`src/rtl/sobel_pkg.sv`:
```
`default_nettype none
// ------------------------------------------------------------------
// sobel_pkg - sequencer state type and default frame geometry. Rev 1.0
// ------------------------------------------------------------------
package sobel_pkg;

  typedef enum logic [1:0] {
    IDLE  = 2'd0,
    RUN   = 2'd1,
    DRAIN = 2'd2,
    DONE  = 2'd3
  } state_t;

  localparam int DEF_WIDTH   = 240;
  localparam int DEF_HEIGHT  = 240;
  localparam int DEF_TOTAL   = DEF_WIDTH * DEF_HEIGHT;
  localparam int DEF_ADDR_W  = 16;
  localparam int DEF_MAX_OUT = 8;

endpackage
`default_nettype wire

```
`src/rtl/raster_addr_gen.sv`:
```
`default_nettype none
// ------------------------------------------------------------------
// raster_addr_gen - raster x/y/address counters with edge flag. Rev 1.0
// ------------------------------------------------------------------
module raster_addr_gen
  import sobel_pkg::*;
#(
  parameter int WIDTH  = DEF_WIDTH,
  parameter int HEIGHT = DEF_HEIGHT,
  parameter int TOTAL  = WIDTH * HEIGHT,
  parameter int ADDR_W = DEF_ADDR_W
) (
  input  logic              clk,
  input  logic              rst,
  input  logic              clr_i,
  input  logic              adv_i,
  output logic [7:0]        x_o,
  output logic [7:0]        y_o,
  output logic [ADDR_W-1:0] addr_o,
  output logic              border_o,
  output logic              last_o
);

  localparam logic [7:0]        X_LAST = 8'(WIDTH - 1);
  localparam logic [7:0]        Y_LAST = 8'(HEIGHT - 1);
  localparam logic [ADDR_W-1:0] A_LAST = ADDR_W'(TOTAL - 1);

  logic [7:0]        x_q, x_d;
  logic [7:0]        y_q, y_d;
  logic [ADDR_W-1:0] addr_q, addr_d;

  // Address tracks the raster position by increment, never by y*WIDTH+x.
  always_comb begin
    x_d    = x_q;
    y_d    = y_q;
    addr_d = addr_q;
    if (clr_i) begin
      x_d    = '0;
      y_d    = '0;
      addr_d = '0;
    end else if (adv_i) begin
      addr_d = addr_q + 1'b1;
      if (x_q == X_LAST) begin
        x_d = '0;
        y_d = y_q + 8'd1;
      end else begin
        x_d = x_q + 8'd1;
      end
    end
  end

  always_ff @(posedge clk) begin
    if (rst) begin
      x_q    <= '0;
      y_q    <= '0;
      addr_q <= '0;
    end else begin
      x_q    <= x_d;
      y_q    <= y_d;
      addr_q <= addr_d;
    end
  end

  assign x_o      = x_q;
  assign y_o      = y_q;
  assign addr_o   = addr_q;
  assign border_o = (x_q == 8'd0) || (x_q == X_LAST) || (y_q == 8'd0) || (y_q == Y_LAST);
  assign last_o   = (addr_q == A_LAST);

endmodule
`default_nettype wire

```
`src/rtl/sobel_frame_ctrl.sv`:
```
`default_nettype none
// ------------------------------------------------------------------
// sobel_frame_ctrl - frame sequencer: issue, credit, write-back. Rev 1.0
// ------------------------------------------------------------------
module sobel_frame_ctrl
  import sobel_pkg::*;
#(
  parameter int WIDTH   = DEF_WIDTH,
  parameter int HEIGHT  = DEF_HEIGHT,
  parameter int TOTAL   = WIDTH * HEIGHT,
  parameter int ADDR_W  = DEF_ADDR_W,
  parameter int MAX_OUT = DEF_MAX_OUT
) (
  input  logic              clk,
  input  logic              rst,
  input  logic              start,
  output logic              busy,
  output logic              done,
  output logic              pix_valid,
  input  logic              pix_ready,
  output logic [7:0]        pix_x,
  output logic [7:0]        pix_y,
  output logic [ADDR_W-1:0] pix_addr,
  output logic              pix_border,
  input  logic              res_valid,
  output logic              wr_en,
  output logic [ADDR_W-1:0] wr_addr,
  output logic              err,
  output logic [31:0]       total_cycles_out
);

  localparam int                OUT_W     = $clog2(MAX_OUT + 1);
  localparam logic [OUT_W-1:0]  MAX_OUT_C = OUT_W'(MAX_OUT);
  localparam logic [ADDR_W-1:0] WR_LAST   = ADDR_W'(TOTAL - 1);

  state_t            state_q, state_d;
  logic [OUT_W-1:0]  out_q, out_d;
  logic [ADDR_W-1:0] wr_addr_q, wr_addr_d;
  logic [31:0]       cyc_q, cyc_d;
  logic              err_q, err_d;
  logic              in_run, in_busy, hs, accept_start, final_wr;
  logic              last_pix, raw_border;

  raster_addr_gen #(
    .WIDTH  (WIDTH),
    .HEIGHT (HEIGHT),
    .TOTAL  (TOTAL),
    .ADDR_W (ADDR_W)
  ) u_raster (
    .clk      (clk),
    .rst      (rst),
    .clr_i    (accept_start),
    .adv_i    (hs),
    .x_o      (pix_x),
    .y_o      (pix_y),
    .addr_o   (pix_addr),
    .border_o (raw_border),
    .last_o   (last_pix)
  );

  always_comb begin
    in_run       = (state_q == RUN);
    in_busy      = in_run || (state_q == DRAIN);
    pix_valid    = in_run && (out_q < MAX_OUT_C);
    hs           = pix_valid && pix_ready;
    // A result with no credit outstanding is a protocol error, never a write.
    wr_en        = in_busy && res_valid && (out_q != '0);
    accept_start = start && ((state_q == IDLE) || (state_q == DONE));
    final_wr     = wr_en && (wr_addr_q == WR_LAST);
  end

  always_comb begin
    state_d = state_q;
    case (state_q)
      IDLE, DONE: if (start) state_d = RUN;
      RUN: begin
        if (final_wr)             state_d = DONE;
        else if (hs && last_pix)  state_d = DRAIN;
      end
      DRAIN:   if (final_wr) state_d = DONE;
      default: state_d = IDLE;
    endcase

    out_d = out_q;
    if (accept_start)          out_d = '0;
    else if (hs && !wr_en)     out_d = out_q + 1'b1;
    else if (!hs && wr_en)     out_d = out_q - 1'b1;

    wr_addr_d = wr_addr_q;
    if (accept_start)  wr_addr_d = '0;
    else if (wr_en)    wr_addr_d = wr_addr_q + 1'b1;

    cyc_d = cyc_q;
    if (accept_start)                            cyc_d = '0;
    else if (in_busy && (cyc_q != 32'hFFFF_FFFF)) cyc_d = cyc_q + 32'd1;

    err_d = err_q | (res_valid && !wr_en);
  end

  always_ff @(posedge clk) begin
    if (rst) begin
      state_q   <= IDLE;
      out_q     <= '0;
      wr_addr_q <= '0;
      cyc_q     <= '0;
      err_q     <= 1'b0;
    end else begin
      state_q   <= state_d;
      out_q     <= out_d;
      wr_addr_q <= wr_addr_d;
      cyc_q     <= cyc_d;
      err_q     <= err_d;
    end
  end

  assign busy             = in_busy;
  assign done             = (state_q == DONE);
  assign pix_border       = raw_border && in_run;
  assign wr_addr          = wr_addr_q;
  assign err              = err_q;
  assign total_cycles_out = cyc_q;

endmodule
`default_nettype wire

```
`config.mk`:
```
export PLATFORM = sky130hd
export DESIGN_NAME = sobel_frame_ctrl
export DESIGN_NICKNAME = d
export VERILOG_FILES = /design/src/rtl/sobel_pkg.sv /design/src/rtl/raster_addr_gen.sv /design/src/rtl/sobel_frame_ctrl.sv
export SDC_FILE = /design/constraint.sdc
export NUM_CORES = 1
export LEC_CHECK = 0
export ABC_AREA = 1
export CELL_PAD_IN_SITES_DETAIL_PLACEMENT = 1
export CELL_PAD_IN_SITES_GLOBAL_PLACEMENT = 1
export CORE_MARGIN = 2
export CORE_UTILIZATION = 34
export CTS_BUF_LIST = sky130_fd_sc_hd__clkbuf_4 sky130_fd_sc_hd__clkbuf_8 sky130_fd_sc_hd__clkbuf_16
export CTS_CLUSTER_SIZE = 14
export DETAILED_ROUTE_END_ITERATION = 16
export MAX_ROUTING_LAYER = met4
export PLACE_DENSITY = 0.81
export SLEW_MARGIN = 30
export SYNTH_ARGS = -nofsm -noshare
export SYNTH_HDL_FRONTEND = slang
export SYNTH_SLANG_ARGS = --single-unit
```
`constraint.sdc`:
```
create_clock -name clk -period 2.4 [get_ports clk]
set_clock_uncertainty 0.1 [all_clocks]
set_input_delay 0.24 -clock clk [delete_from_list [all_inputs] [get_ports clk]]
set_output_delay 0.24 -clock clk [all_outputs]
set_load 0.01 [all_outputs]
```
==> flow_metrics.py <==
metrics = {
    "yosys": {
        "seq_area_frac_synth_pct": 34.3,
        "synthCells": 760,
        "synth_nets": 779,
        "ys_warn_count": 0,
        "syn_area_per_cell_um2": 6.69,
        "synthTopCellsByArea": "dfxtp_1 (34%), nand2_1 (14%), nor2_1 (8.6%), inv_1 (6.8%), a21oi_1 (4.0%)",
        "yosysTopAreaCellShare_pct": 34.3,
        "synth_seq_cells": 87,
        "synth_ff_type": "dfxtp_1",
        "ys_async_sr_fraction_pct": 0,
        "yosysUniqueCellTypes": 38,
        "synth_top_area_cell": "dfxtp_1",
        "syn_area_um2": 5080,
        "synth_edf_count": 0,
    },
    "drt": {
        "route.detailed.drc": 0,
        "wire_per_inst_um": 14.3,
        "post_drt_via_cell_ratio": 4.90,
        "drt_iter0_drc": 243,
        "first_pass_iters": 4,
        "via_count": 5156,
        "postRouteAntennaNets": 0,
        "wirelength_um": 15000,
    },
    "worst_setup_path": {
        "critPathMostFrequentCell": "a31oi_1",
        "path_cells": "ha_1 > nand3_1 > nor2_2 > a31oi_1 > a31oi_1 > clkdlybuf4s50_1",
        "ff2ff_path_depth": 15,
        "r2r_start": "state_q[0]",
        "start_kind": "flop",
        "arrival_ps": 1970,
        "worst-path-buf-inv": 1,
        "required_ps": 2060,
        "timing.rr.end": "out_q[3]",
        "max_stage_delay_ps": 550,
        "worst_setup_path_end_kind": "output port",
        "critical_path.top_delay_family": "buffers and inverters",
        "cp_max_fo": 4,
        "ff2ff_setup_slack_ps": 240,
        "slowest_stage": "clkdlybuf4s50_1",
        "critPathKind": "reg2out",
    },
    "sta": {
        "max_freq_ghz": 0.433,
        "holdWs_ps": 372,
        "final_min_period_over_clock_period_pct": 96.2,
        "worst_pin_slew_ps": 391,
        "finalSetupViolCount": 0,
        "slew_headroom_pct": 73.9,
        "maxSlewViolCount": 0,
        "grt_setup_unrepaired": "true",
        "hold_violations": 0,
        "period_minus_slack_ps": 2310,
    },
    "power_and_ir_drop": {
        "power_density_nw_per_um2": 716,
        "irDropWorstVdd_uv": 428,
        "totalPowerFinal_mw": 4.70,
        "power.leakage_nw": 2.36,
    },
    "floorplan": {
        "coreArea_um2": 14600,
        "start_util_pct": 34.9,
        "ios": 91,
        "rows": 44,
        "die_y_um": 126,
        "die_area_um2": 15900,
        "fp.dieW_um": 126,
    },
    "placed_design": {
        "portBuffers": 90,
        "gp_congestion": 0.850,
        "hpwlAfterDp_um": 11200,
    },
    "worst_hold_path": {
        "worstHoldStart": "err",
        "hp-class": "reg2reg",
        "worstHoldPathCells": 2,
        "hold_end": "err",
    },
    "cells_and_area": {
        "register_area_um2": 1750,
        "syn_to_final_growth_pct": 29.1,
        "n_antenna_cell": 0,
        "layout.nets": 884,
        "multi_input_area_um2": 2920,
        "drive_above_1_share_pct": 11.9,
        "fill_cells": 1868,
        "layout_commonest_cell": "nand2_1",
        "layout_common_cells": "nand2_1 (191), nor2_1 (115), inv_1 (90)",
    },
    "status": {
        "status": "complete, no violations",
    },
    "global_routing": {
        "grt_max_degree": 29,
        "grt_pass1_wl_um": 24700,
        "grt_util_all_layers_pct": 19.4,
        "grt_remaining_overflow": 0,
        "grt_pass1_vias": 5019,
        "antenna_found_initial": 0,
    },
    "flow_run": {
        "cap_violations": 0,
    },
    "clock_tree": {
        "clk_path_buf_depth": 2,
        "h-tree-depth": 3,
        "hold_buffers": 0,
        "clk_pin_slew_worst_paths_ps": 70,
        "cts_sinks": 87,
        "cts_root_buf": "clkbuf_16",
        "numCtsBuffers": 9,
        "worst_skew_pair.late_latency_ps": 350,
        "cts_tree": "built",
    },
}
## area by class of cell
cell class,count,area share [%]
repair buffers,108,15.8
inverters,95,5.53
well taps,184,3.51
multi-input cells,564,44.4
flip-flops and latches,87,26.6
clock inverters,1,0.0762
clock buffers,13,4.08
## cells in the mapped netlist (2+ instances only)
library cell and number:
nand2_1 191, nor2_1 117, inv_1 92, dfxtp_1 87, a21oi_1 41, nand3_1 41
o21ai_0 33, nand2_2 22, a21oi_2 18, nor3_1 18, ha_1 13, xor2_1 13
nand4_1 11, clkbuf_1 7, nand3b_1 7, nor2_4 5, xnor2_1 5, a31oi_1 4
nor2_2 4, nor3b_1 4, buf_2 3, a211oi_1 2, buf_12 2, buf_6 2
clkinv_1 2, nand2_4 2, o21a_1 2, or2_1 2
## report_power, final
group,switching (mW),internal [mW]
Clock,0.576,0.769
Combinational,1.15,0.610
Sequential,0.0829,1.52
Total,1.80,2.90
## cells by family (layout without fill, tap and decap cells)
| logic type | after synthesis | count (layout) | synth area share (%) |
|---|---|---|---|
| AO/OA/AOI/OAI | 103 | 103 | 11.9 |
| XOR/XNOR | 18 | 18 | 3.10 |
| adder cells (fa/ha/maj) | 14 | 14 | 3.59 |
| buffers and inverters | 109 | 217 | 9.15 |
| flip-flops | 87 | 87 | 34.3 |
| AND/OR/NAND/NOR | 429 | 429 | 38.0 |
## per-layer routing
metal	part of all wire, %	global-route usage [%]
met3	2.9	2.11
met4	1.1	5.95
met2	49	32.4
met5	0	-
met1	47	24.9
## through the flow
stage / cells / instance area [um2] / setup WS [ps] / utilization [%] / setup TNS (ps)
after CTS: 1052 / 6530 / 0.720 / 44.8 / 0
final: 1052 / 6570 / 90.1 / 45.0 / 0
after global placement: 1038 / 6260 / 52.4 / 42.9 / 0
after detailed placement: 1038 / 6260 / -42.2 / 42.9 / -42.2
after floorplan: 760 / 5080 / 25.1 / - / 0
after global routing: 1052 / 6570 / 3.11 / 45.0 / 0
## sequential cells by signal, summed over array words and instances (netlist names)
signal            count
state_q               2
u_raster.addr_o      16
total_cycles_out     32
u_raster.x_o          8
u_raster.y_o          8
wr_addr              16
out_q                 4
err                   1
## what timing repair did
item	CTS	global route
pin swaps	0	3
buffers inserted	0	0
setup endpoints to repair	3	2
gates cloned	0	0
resized for setup	3	12
## tightest hold or removal path, stage by stage (launching register included)
cell,delay [ps]
dfxtp_1,330
a21oi_1,40
nor2_1,70
## worst max path at each step
stage	to	start	cells past startpoint
after floorplan	out_q[3]	state_q[1]	14
after global placement	out_q[3]	res_valid	14
after detailed placement	out_q[3]	res_valid	14
after CTS	pix_border	u_raster.x_o[1]	6
after global routing	pix_border	u_raster.x_o[0]	6
final	pix_border	u_raster.x_o[0]	6
No activity file was read; power rests on OpenSTA's default activity.
==> RTL edit 1, RTL diff (config.mk and constraints unchanged) <==
Put one more register stage on the output `err`, cleared by the reset. The value now appears one clock later. The other outputs are not delayed to match.
--- a/src/rtl/sobel_frame_ctrl.sv
+++ b/src/rtl/sobel_frame_ctrl.sv
@@ -118,5 +118,11 @@
   assign pix_border       = raw_border && in_run;
   assign wr_addr          = wr_addr_q;
-  assign err              = err_q;
+  always_ff @(posedge clk) begin
+    if (rst) begin
+      err <= '0;
+    end else begin
+      err <= err_q;
+    end
+  end
   assign total_cycles_out = cyc_q;
 
Function: changed (Yosys sat finds a counterexample within 4 cycles, from zero or initial values and one cycle with rst high).
==> RTL edit 1 against the original RTL <==
  * Synthesized area shrank 2.2%
  * Routed wire length is 0.85% lower
  * Total power fell by 4.9%
  * Setup slack better by 0.026 ns
  * First-iteration DRC count down 9.9%
  * Sequential cell count is 1 higher
  * Final area down 1.7%
==> RTL edit 1: results (changes against the original RTL) <==
layout:
  multi_input_area_um2: 2809  # -3.7%
  drive_above_1_share_pct: 6.591  # -5.3 points
  ff_latch_area_um2: 1763  # +0.93%
  fin_nets: 896  # +1.4%
  final-clk-cell-share_pct: 4.131  # -0.024 points
  nonClkBufAreaFrac_pct: 16.37  # +0.61 points
  n_all_buffers: 110  # +1.9%
grt:
  grt_pass1_wl_um: 24940  # +0.92%
  grt_use_met2_pct: 33.82  # +1.4 points
  grt_usage_pct: 19.84  # +0.43 points
  use_met3_pct: 3.808  # +1.7 points
  met1_usage_pct: 23.75  # -1.1 points
  grt_max_degree: 46  # +59%
  grt_pass1_vias: 5245  # +4.5%
yosys:
  synth.distinct_cells: 36  # -5.3%
  synth_fp_nets: 789  # +1.3%
  seq_area_frac_synth_pct: 35.41  # +1.2 points
  synthAdderAreaFrac_pct: 3.672  # +0.080 points
  syn_avg_cell_area_um2: 6.461  # -3.4%
placement:
  place.gp.congestion: 0.8839  # +4.0%
  pre_cts_slack_ns: -0.05719  # -0.01496 ns
  placed_cells: 1050  # +1.2%
  dpl.hpwl_um: 11250  # +0.51%
route:
  drt-met1-wl_um: 6911  # -2.8%
  wl_met2_um: 7185  # -1.6%
  wl_per_cell_um: 13.99  # -2.0%
sta:
  worstMarginPinSlew_ns: 0.8317  # +0.4410 ns
critical_path:
  path_max_fanout: 3  # -1
  slowest_delay_ns: 0.33  # -0.22 ns
  crit_end: "out_q[3]$_SDFFE_PP0P_"
  crit_start: "state_q[0]$_SDFFE_PP0P_"
  crit_family: "adder cells"
power:
  sw_frac_of_total_pct: 37.23  # -1.1 points
  p_leak_nw: 2.392  # +1.3%
  clockPowerShare_pct: 29.7  # +1.1 points
outcome:
  status: "finished clean"
die:
  dieArea_um2: 15620  # -2.1%
RTL edit 1: cell count changes in the layout (fill, tap and decap cells not counted), moves of 9 or more:
cell,change
a21oi_1,+21
nand2_1,+44
inv_1,-9
nand2_2,-18
a21oi_2,-17
RTL edit 1: metrics by stage:
step | utilization [%] | total power, mW | setup TNS (ns)
4_1_cts | 44.65 | 4.551 | 0
2_1_floorplan | - | 2.746 | 0
3_5_place_dp | 42.78 | 3.183 | -0.05719
6_report | 44.73 | 4.473 | 0
5_1_grt | 44.73 | 4.793 | -0.09314
3_3_place_gp | 42.78 | 3.151 | 0
RTL edit 1: logic make-up (layout without fill, tap and decap cells):
kind of cell    count (synthesis)  after routing
xor+xnor                       22             22
simple gates                  447            447
fa+ha+maj                      14             14
compound gates                 99             99
flops                          88             88
buf+inv                       100            210
RTL edit 1: repair_timing:
action / 4_1_cts / 5_1_grt
resized for setup: 2 / 4
setup endpoints to repair: 2 / 3
buffers inserted: 0 / 0
==> RTL edit 2, RTL diff (same settings) <==
Made on the original files. `DEF_MAX_OUT`: 8 -> 16.
--- a/src/rtl/sobel_pkg.sv
+++ b/src/rtl/sobel_pkg.sv
@@ -16,5 +16,5 @@
   localparam int DEF_TOTAL   = DEF_WIDTH * DEF_HEIGHT;
   localparam int DEF_ADDR_W  = 16;
-  localparam int DEF_MAX_OUT = 8;
+  localparam int DEF_MAX_OUT = 16;
 
 endpackage
Formal check against the unedited RTL: not equivalent (a bounded check fails within 10 cycles, from zero or initial values and one cycle with rst high).
==> RTL edit 2 against the original RTL <==
  * Total power rose by 5.2%
  * Synthesized cell count grew 0.66%
  * Hold slack gained 0.010 ns
  * Setup slack better by 0.0039 ns
  * Synthesized area decreased by 1.6%
  * Final area down 0.38%
  * Sequential cell count grew 1
  * Routed wire length increased by 0.17%
  * Global-route usage rose by 0.65 points
  * Non-clock buffer count unchanged
  * Largest cell class unchanged
==> RTL edit 2: results (changes against the original RTL) <==
route:
  wl_met3_um: 480  # +9.1%
  drt-met1-wl_um: 7029  # -1.2%
  wl_met2_um: 7380  # +1.1%
  wl_um: 15040  # +0.17%
  first_iter_violations: 239  # -1.6%
  avgViaCountPerCell: 4.870  # -0.63%
power:
  power_clock_mw: 1.42  # +5%
  p_leak_nw: 2.488  # +5.3%
  pwr-share-seq_pct: 33.4  # -0.7 points
layout:
  seq_share_pct: 26.99  # +0.39 points
  inv_count: 101  # +6.3%
  multi_input_area_um2: 2810  # -3.7%
  layout.cells.non_filler: 1056  # +0.38%
  nonClkBufAreaFrac_pct: 16.24  # +0.48 points
  fin_nets: 888  # +0.45%
  fillCellCount: 1879  # +0.59%
  nClkBuffers: 9  # -4
critical_path:
  worstReg2RegEnd: "out_q[4]$_SDFFE_PP0P_"
  ff2ff_setup_slack_ns: 0.12  # -0.12 ns
  crit_end: "busy"
  r2r_cells: 13  # -2
placement:
  place.gp.congestion: 0.8537  # +0.42%
  placed_cells: 1039  # +0.096%
  place_area_um2: 6188  # -1.1%
  dpl.hpwl_um: 10910  # -2.6%
sta:
  maxSlewHeadroom_pct: 64.29  # -9.7 points
  holdWs_ns: 0.3824  # +0.01047 ns
grt:
  grt_pass1_vias: 5090  # +1.4%
  grt_pass1_wl_um: 25250  # +2.2%
  grt_max_degree: 42  # +45%
yosys:
  synthTopCellsByArea: "dfxtp_1 35%, nand2_1 15%, nor2_1 8.6%"
  synth_fp_nets: 785  # +0.77%
  synth.distinct_cells: 39  # +2.6%
  synth_common_cells: "195 x nand2_1, 114 x nor2_1, 98 x inv_1"
  syn_avg_cell_area_um2: 6.539  # -2.3%
clocking:
  cts.sinks: 88  # +1.1%
  cts-resized-gates: 6  # +3
hold_path:
  hp-start: "u_raster.addr_o[14]$_SDFFE_PP0P_"
outcome:
  status: "finished clean"
die:
  die_w_um: 125.3  # -0.79%
## RTL edit 2: cell types whose count changed in the layout (fill, tap and decap cells not counted), sizes merged, moves of 3 or more
cell and change:
nand3 -6, inv +7, nand2 -15, nor3 +10, clkbuf -4, o21a +3, nor2 +4
## RTL edit 2: logic make-up after synthesis
group | share of synthesized area [%]
AOI/OAI and AO/OA | 11.58
xor gates and xnor gates | 2.802
adders and majority gates | 3.902
buffers and inverters | 9.705
DFF | 35.22
and+or+nand+nor | 36.79
## RTL edit 2: through the flow
step / utilization, % / setup slack [ns] / total power, mW / setup TNS, ns
CTS: 44.76 / 0.007365 / 4.915 / 0
global placement: 42.74 / -0.01524 / 3.401 / -0.01524
detailed placement: 42.74 / -0.1180 / 3.448 / -0.1753
floorplan: - / 0.004657 / 2.903 / 0
finish: 45.17 / 0.09398 / 4.945 / 0
global route: 45.17 / -0.07186 / 5.274 / -0.07186
